==> config.mk <==
export PLATFORM = sky130hd
export DESIGN_NAME = servo_pwm_bank
export DESIGN_NICKNAME = d
export VERILOG_FILES = /design/src/rtl/servo_pwm_bank.sv
export SDC_FILE = /design/constraint.sdc
export NUM_CORES = 1
export LEC_CHECK = 0
export CELL_PAD_IN_SITES_DETAIL_PLACEMENT = 0
export CELL_PAD_IN_SITES_GLOBAL_PLACEMENT = 1
export CORE_UTILIZATION = 37
export CTS_CLUSTER_SIZE = 16
export DETAILED_ROUTE_END_ITERATION = 6
export GPL_TIMING_DRIVEN = 0
export PLACE_DENSITY_LB_ADDON = 0.1
export SLEW_MARGIN = 25
export SYNTH_ARGS = -nofsm -noshare
export SYNTH_HDL_FRONTEND = slang
export SYNTH_SLANG_ARGS = --single-unit
export TNS_END_PERCENT = 20
==> constraint.sdc <==
create_clock -name clk -period 13.92 [get_ports clk]
set_clock_uncertainty 0.1 [all_clocks]
set_input_delay 2.088 -clock clk [delete_from_list [all_inputs] [get_ports clk]]
set_output_delay 2.088 -clock clk [all_outputs]
set_load 0.03 [all_outputs]
==> src/rtl/servo_pwm_bank.sv <==
// servo_pwm_bank: multi-channel 50 Hz hobby-servo PWM bank with
// per-frame slew limiting and frame-aligned pulse width updates.
//
// Ports:
//   clk, rst_n    clock, async active-low reset
//   enable        output enable (low: pwm low, slew paused)
//   cmd_valid/    target write handshake; ready drops only
//   cmd_ready     in the frame boundary cycle
//   cmd_ch        channel index (out-of-range writes dropped)
//   cmd_pos       8-bit target position
//   pwm           per-channel servo pulses (registered)
//   frame_start   one-cycle pulse in the frame boundary cycle
//   moving        per-channel pos != target
module servo_pwm_bank #(
  parameter int CHANNELS = 5,
  parameter int CLK_HZ   = 50_000_000,
  parameter int FRAME_US = 20000,
  parameter int MIN_US   = 1000,
  parameter int MAX_US   = 2000,
  parameter int STEP     = 4,
  localparam int CW = (CHANNELS > 1) ? $clog2(CHANNELS) : 1
) (
  input  logic                clk,
  input  logic                rst_n,
  input  logic                enable,
  input  logic                cmd_valid,
  output logic                cmd_ready,
  input  logic [CW-1:0]       cmd_ch,
  input  logic [7:0]          cmd_pos,
  output logic [CHANNELS-1:0] pwm,
  output logic                frame_start,
  output logic [CHANNELS-1:0] moving
);

  localparam int DIV  = CLK_HZ / 1_000_000;
  localparam int PW   = (DIV > 1) ? $clog2(DIV) : 1;
  localparam int UW   = $clog2(FRAME_US + 1);
  localparam int SPAN = MAX_US - MIN_US;
  localparam int SW   = $clog2(SPAN + 1);
  localparam int MW   = 8 + SW;

  localparam logic [7:0]    STP    = 8'(STEP);
  localparam logic [7:0]    CENTRE = 8'd128;
  localparam logic [PW-1:0] PRE_MAX = PW'(DIV - 1);
  localparam logic [UW-1:0] US_MAX  = UW'(FRAME_US - 1);

  // Position -> pulse width in microseconds.
  function automatic logic [UW-1:0] width_of(
    input logic [7:0] p
  );
    logic [MW-1:0] prod;
    prod = MW'(p) * MW'(SPAN);
    return UW'(MIN_US) + UW'(prod >> 8);
  endfunction

  // One slew step of at most STEP toward t (STEP=0: jump).
  function automatic logic [7:0] slew_of(
    input logic [7:0] p,
    input logic [7:0] t
  );
    logic [7:0] d;
    d = (t >= p) ? (t - p) : (p - t);
    if (STEP == 0 || d <= STP) return t;
    else if (t > p)            return p + STP;
    else                       return p - STP;
  endfunction

  localparam logic [UW-1:0] W_RST = width_of(CENTRE);

  logic [PW-1:0] pre_q, pre_d;
  logic [UW-1:0] us_q, us_d;
  logic          fs_q, fs_d;
  logic          arm_q, arm_d;
  logic          pre_wrap, us_wrap, wr;

  logic [CHANNELS-1:0] pwm_q, pwm_d;
  logic [7:0]    tgt_q [CHANNELS];
  logic [7:0]    tgt_d [CHANNELS];
  logic [7:0]    pos_q [CHANNELS];
  logic [7:0]    pos_d [CHANNELS];
  logic [UW-1:0] wid_q [CHANNELS];
  logic [UW-1:0] wid_d [CHANNELS];

  assign pre_wrap = (pre_q == PRE_MAX);
  assign us_wrap  = (us_q == US_MAX);

  always_comb begin
    pre_d = pre_wrap ? '0 : pre_q + 1'b1;
    us_d  = us_q;
    if (pre_wrap) us_d = us_wrap ? '0 : us_q + 1'b1;
    fs_d  = pre_wrap && us_wrap;
  end

  // The boundary cycle refuses commands so that the slew at
  // its closing edge always sees a stable target.
  assign cmd_ready   = !fs_q;
  assign frame_start = fs_q;
  assign pwm         = pwm_q;

  assign wr = cmd_valid && cmd_ready &&
              ({1'b0, cmd_ch} < (CW+1)'(CHANNELS));

  // Arm follows enable at the boundary, and drops at once when
  // enable falls so a mid-frame re-enable never emits a stub.
  assign arm_d = fs_q ? enable : (arm_q && enable);

  always_comb begin
    for (int i = 0; i < CHANNELS; i++) begin
      tgt_d[i] = tgt_q[i];
      pos_d[i] = pos_q[i];
      wid_d[i] = wid_q[i];
      if (wr && cmd_ch == CW'(i)) tgt_d[i] = cmd_pos;
      if (fs_q) begin
        if (enable) pos_d[i] = slew_of(pos_q[i], tgt_q[i]);
        wid_d[i] = width_of(pos_d[i]);
      end
      // In the boundary cycle us_q is 0, below any width, so
      // using the old width there cannot clip the pulse.
      pwm_d[i]  = arm_d && (us_q < wid_q[i]);
      moving[i] = (pos_q[i] != tgt_q[i]);
    end
  end

  always_ff @(posedge clk or negedge rst_n) begin
    if (!rst_n) begin
      pre_q <= '0;
      us_q  <= '0;
      fs_q  <= 1'b0;
      arm_q <= 1'b0;
      pwm_q <= '0;
      for (int i = 0; i < CHANNELS; i++) begin
        tgt_q[i] <= CENTRE;
        pos_q[i] <= CENTRE;
        wid_q[i] <= W_RST;
      end
    end else begin
      pre_q <= pre_d;
      us_q  <= us_d;
      fs_q  <= fs_d;
      arm_q <= arm_d;
      pwm_q <= pwm_d;
      for (int i = 0; i < CHANNELS; i++) begin
        tgt_q[i] <= tgt_d[i];
        pos_q[i] <= pos_d[i];
        wid_q[i] <= wid_d[i];
      end
    end
  end

endmodule

# After elaboration in Yosys (flattened, before gate mapping)
# Cells that the tools add are included.
# totals
regBits	183
out_inout_bits	12
wordCells	128
# classes
eq_ne	11
n_reduce_logical	16
magnitude_cmp	21
n_addsub	27
muxes	28
multipliers	5
# op_table
operator	n
$mux W8	25
$sub A8 B8 Y8	10
$lt A15 B15 Y1	5
$mul A8 B7 Y15 const B	5
$add A10 B10 Y11 const A	5
$add A8 B3 Y8 const B	5
$ge A8 B8 Y1	5
$gt A8 B8 Y1	5
$le A8 B3 Y1 const B	5
$ne A8 B8 Y1	5
$sub A8 B3 Y8 const B	5
$add A15 B1 Y15 const B	1
$eq A15 B15 Y1 const B	1
$mux W15	1
$logic_and A1 B1 Y1	14
$add A6 B1 Y6 const B	1
$eq A3 B2 Y1 const B	2
$eq A6 B6 Y1 const B	1
$mux W6	1
$eq A3 B1 Y1 const B	1
$eq A3 B3 Y1 const B	1
$logic_not A3 Y1	1
$lt A3 B3 Y1 const B	1
$logic_not A1 Y1	1
$mux W1	1

# Logic depth before layout (Yosys ltp)
# depth
ltp_word	8
mapped_depth	35

# Worst setup path after synthesis
# No wires, ideal clock.
# synth_path
path_kind	input port to flip-flop
startpoint	input port enable
endpoint	register wid_q[52] (netlist name)
path_stages	25
setup_ns	0.073
n_path_buf	2
setup_slack_ns	5.911
required_ns	13.747
t_arrival_ns	7.836
path_cell_list	clkbuf_1 > inv_1 > clkbuf_1 > or3_1 > a21oi_1 > fa_1 > xnor2_1 > ha_1 > fa_1 > inv_1 > fa_1 > inv_1 > ha_1 > nand3_1 > o211ai_1 > or2_2 > a21oi_1 > xnor2_1 > ha_1 > nor4b_1 > o21ai_0 > o41ai_1 > or3b_2 > xor2_1 > a21oi_1
# synth_via
elab_chain_cells	4
# synth_lines
element	line	source
from (decl)	25	input logic enable,
$mux W8	114	if (enable) pos_d[i] = slew_of(pos_q[i], tgt_q[i]);
$mux W8	113	if (fs_q) begin
$mul A8 B7 Y15	52	prod = MW'(p) * MW'(SPAN);
$add A10 B10 Y11	53	return UW'(MIN_US) + UW'(prod >> 8);
to (signal, indexed assignment)	145	wid_q[i] <= wid_d[i];
to (decl)	81	logic [UW-1:0] wid_q [CHANNELS];
# No other way between the ends. The select of a mux whose other input is x is not followed.
# A chain may end at the register's enable or synchronous reset.

# Final worst setup path
# Ends and elaborated chain as after synthesis.

==> parameters.txt <==
Parameter                              Value

Floorplanning
  Horizontal die dimension ... 233 microns
  Starting utilization of the core area ... 37.5%
  Row count ... 84
  Die Footprint ... 0.0545 sq mm
  Number of top-level pins ... 27
  Core Box Area ... 0.0528 sq mm
  Die Ht ... 233 microns

Clock network
  Setup Buffers After CTS ... 0
  Clk_lat worst skew ... 0.49 ns
  Clock Tree Buf Depth ... 2
  Clock root buffer ... sky130_fd_sc_hd__clkbuf_16
  Resize count post-CTS ... 0
  Sinks on Clock Net ... 163
  CTS hold repair buffers ... 0
  Worst-path clk slew ... 0.07 ns
  # H-tree levels ... 4
  Clock tree from TritonCTS ... built
  CTS buffer count ... 17

GRT
  Grt total ovfl ... 0
  Overall global routing resource usage ... 21.4%
  Antenna violations before repair ... 2
  Largest net degree at the start of global routing ... 81
  Vias in the first global route ... 15,800
  Global-route wire length before repair ... 88,800 microns

Logic synthesis
  Multiplexer fraction of the synthesized cell area ... 3.30%
  Sequential element share of the synthesized area ... 20.9%
  Unique masters post-synth ... 95
  Compound-cell area share of the yosys netlist ... 16.8%
  Post-Syn Area per Cell ... 8.74 sq um
  Async set-reset flop share out of synthesis ... 100%
  Dominant synthesized flop cell ... sky130_fd_sc_hd__dfrtp_1
  Simple-gate share of the synthesized area ... 14.0%
  Post-Synthesis Cells ... 2,266
  Post-Synth XOR/XNOR Area ... 5.61%
  Cell Area, Synth ... 0.0198 sq mm
  Dominant combinational cell family by area after synthesis ... adder cells
  Register bit count reported by yosys ... 163
  Count of flip-flops with a built-in enable after synthesis ... 0
  Post-synthesis adder-cell area fraction ... 31.9%
  Count of synthesis-stage warnings from yosys ... 0
  Syn nets ... 2,721

Placed design
  Placed wire-length estimate after detailed placement ... 42,800 microns
  Placed Cells ... 2,982
  Weighted congestion reported at the end of routability-driven placement ... 0.838
  Number of port buffers ... 25

Route
  Number of remaining DRC errors ... 6
  Count of routing violations after the opening detailed-route iteration ... 632
  Total wirelength of the detailed-routed design ... 55,100 microns
  Routed wire per std cell ... 18.3 microns
  Final antenna-violating net count ... 0
  Number of iterations in the first detailed-routing pass ... 7
  Total number of vias ... 15,600
  Via density ... 5.18

Timing
  Final-layout setup total negative slack ... 0 ns
  Unrepaired setup endpoints after global routing ... no
  Max-slew headroom ... 26.6%
  Max Transition Viols Final ... 0
  Max Clock Freq ... 104 MHz
  Final hold vios ... 0
  Final cycle utilization of the critical path ... 69.3%
  Tightest Pin Transition ... 1.10 ns
  # setup viols final ... 0
  Fin crit period ... 9.65 ns

Setup path
  Cell Chain, Critical Path ... clkbuf_1, clkbuf_1, buf_1, nor2_1, a21oi_1, ha_1, inv_1, fa_1, fa_1, fa_1, inv_1, ha_1, a21oi_1, o211ai_1, or2_2, xor2_1, ha_1, nor4b_1, o21ai_0, o41ai_1, or3b_2, xor2_1, a21oi_1
  Buffering stage count on the worst path with inverters included ... 5
  Register-to-register path setup slack ... 4.89 ns
  Startpoint Class ... input port
  Req. time, crit path ... 14.21 ns
  Critical Path Max Stage Delay ... 0.86 ns
  Worst path arrival time ... 9.95 ns
  CP Depth ... 23
  Delay-heaviest family, CP ... adder cells
  Reg2reg path depth ... 32
  Worst setup path class ... in2reg
  Capturing element type of the critical path ... register
  CP max stage cell ... sky130_fd_sc_hd__buf_1
  Worst-path maximum fanout ... 10

Finish
  Count of non-filler cells in the finished layout ... 3,016
  N_diodes ... 0
  Share of layout cells above drive strength 1 ... 6.96%
  Final-stage net count ... 2,770
  Most used cells in the layout excluding fill and tap cells ... 331 x sky130_fd_sc_hd__inv_1, 331 x sky130_fd_sc_hd__ha_1, 169 x sky130_fd_sc_hd__a21oi_1, 156 x sky130_fd_sc_hd__nor2_1, 137 x sky130_fd_sc_hd__nand2_1
  Area delta synth->final ... 9.25%

Min path
  Hold Path Cell Cnt ... 2
  Hold WC Path Type ... reg2reg

Pwr
  Cell Pwr Density ... 145 mW/mm^2
  Largest vdd supply drop ... 0.000133 V
  Static leakage ... 10.6 nW

Outcome
  Status ... complete, but fails checks
  Violated checks ... DRC

Flow run
  Maximum capacitance violations ... 0
## through the flow
stage / area, sq um / setup slack, ns / power, mW / utilization, % / hold slack [ns]
after detailed placement: 21000 / 3.63 / 2.64 / 39.8 / 0.367
after global routing: 21600 / 3.92 / 3.47 / 41.0 / 0.395
after CTS: 21600 / 4.12 / 3.18 / 41.0 / 0.382
after floorplan: 19800 / 5.91 / 2.19 / - / 0.344
final: 21600 / 4.27 / 3.13 / 41.0 / 0.378
after global placement: 20900 / 3.13 / 2.62 / 39.7 / 0.359
## report_power, final
group	total, mW	internal, mW	switching, mW	leakage [nW]
clock	0.508	0.284	0.224	0.291
sequential	0.534	0.503	0.0312	1.78
combinational	2.09	0.884	1.20	8.51
total	3.13	1.67	1.46	10.6
## per-layer routing
metal  vias to the layer above  wire length [microns]  share of wire [%]  global-route usage [%]
li1                       7881                      -                  -                       -
met1                      7518                  26600                 48                    28.2
met2                       186                  26000                 47                    35.9
met3                        33                   1550                2.8                    3.82
met4                         0                    985                1.8                    5.54
met5                         -                      0                  0                       0
## synthesized netlist by cell type, drive strengths merged, types with 7 or more instances
cell	instances	area, sq um
dfrtp	118	2950
xor2	52	455
a21oi	172	865
dfstp	45	1180
nand3	42	210
a31oi	21	138
nor2	156	586
mux2i	18	180
ha	331	4140
o31ai	13	111
a21o	52	390
clkbuf	46	173
nand4	25	163
and4	7	61.3
inv	332	1250
nand2b	30	188
buf	12	61.3
o211ai	10	80.1
nand2	137	514
a2111oi	12	111
o21bai	11	82.6
nor2b	24	150
nor3	42	226
nand3b	7	52.6
or4	8	63.8
or2	9	56.3
and3	10	62.6
a21boi	8	60.1
a211oi	14	110
o21a	12	90.1
or3	20	130
o21ai	139	696
fa	109	2180
and2	16	100
mux2	42	473
xnor2	75	657
## registers in the layout, summed over array words and instances (netlist names)
| name | flops |
|---|---|
| wid_q | 55 |
| pos_q | 40 |
| tgt_q | 40 |
| us_q | 15 |
| pre_q | 6 |
| pwm | 5 |
| arm_q | 1 |
| frame_start | 1 |
## layout make-up
class                      count  area [sq um]
timing repair buffer          30           352
multi-input combinational   1712         14200
clock buffer                  22           484
clock inverter                10           121
buffer                        58           235
tap                          688           861
inverter                     333          1250
fill                        5372         31100
sequential                   163          4140
## worst reg2reg max path, delay by kind of cell (launching register included)
kind | cells | cell delay (ns)
adders and majority gates | 8 | 3.24
AOI/OAI and AO/OA | 11 | 2.25
and+or+nand+nor | 7 | 1.96
xor gates and xnor gates | 2 | 0.54
buffers and inverters | 4 | 0.44
DFF | 1 | 0.39
## cell families after synthesis
| family | count (synthesis) |
|---|---|
| simple gates | 557 |
| compound gates | 528 |
| xor+xnor | 127 |
| fa+ha+maj | 440 |
| buf+inv | 391 |
| mux | 60 |
| flops | 163 |
## path summary, 6_finish.rpt
kind / start / end
worst max-delay path: enable / wid_q[52]
worst min-delay path: wid_q[31] / wid_q[31]
worst max register to register: tgt_q[24] / wid_q[52]
worst min register to register: wid_q[31] / wid_q[31]
max in group asynchronous: rst_n / wid_q[4]
min in group asynchronous: rst_n / pos_q[13]
(Power assumes the default switching activity.)
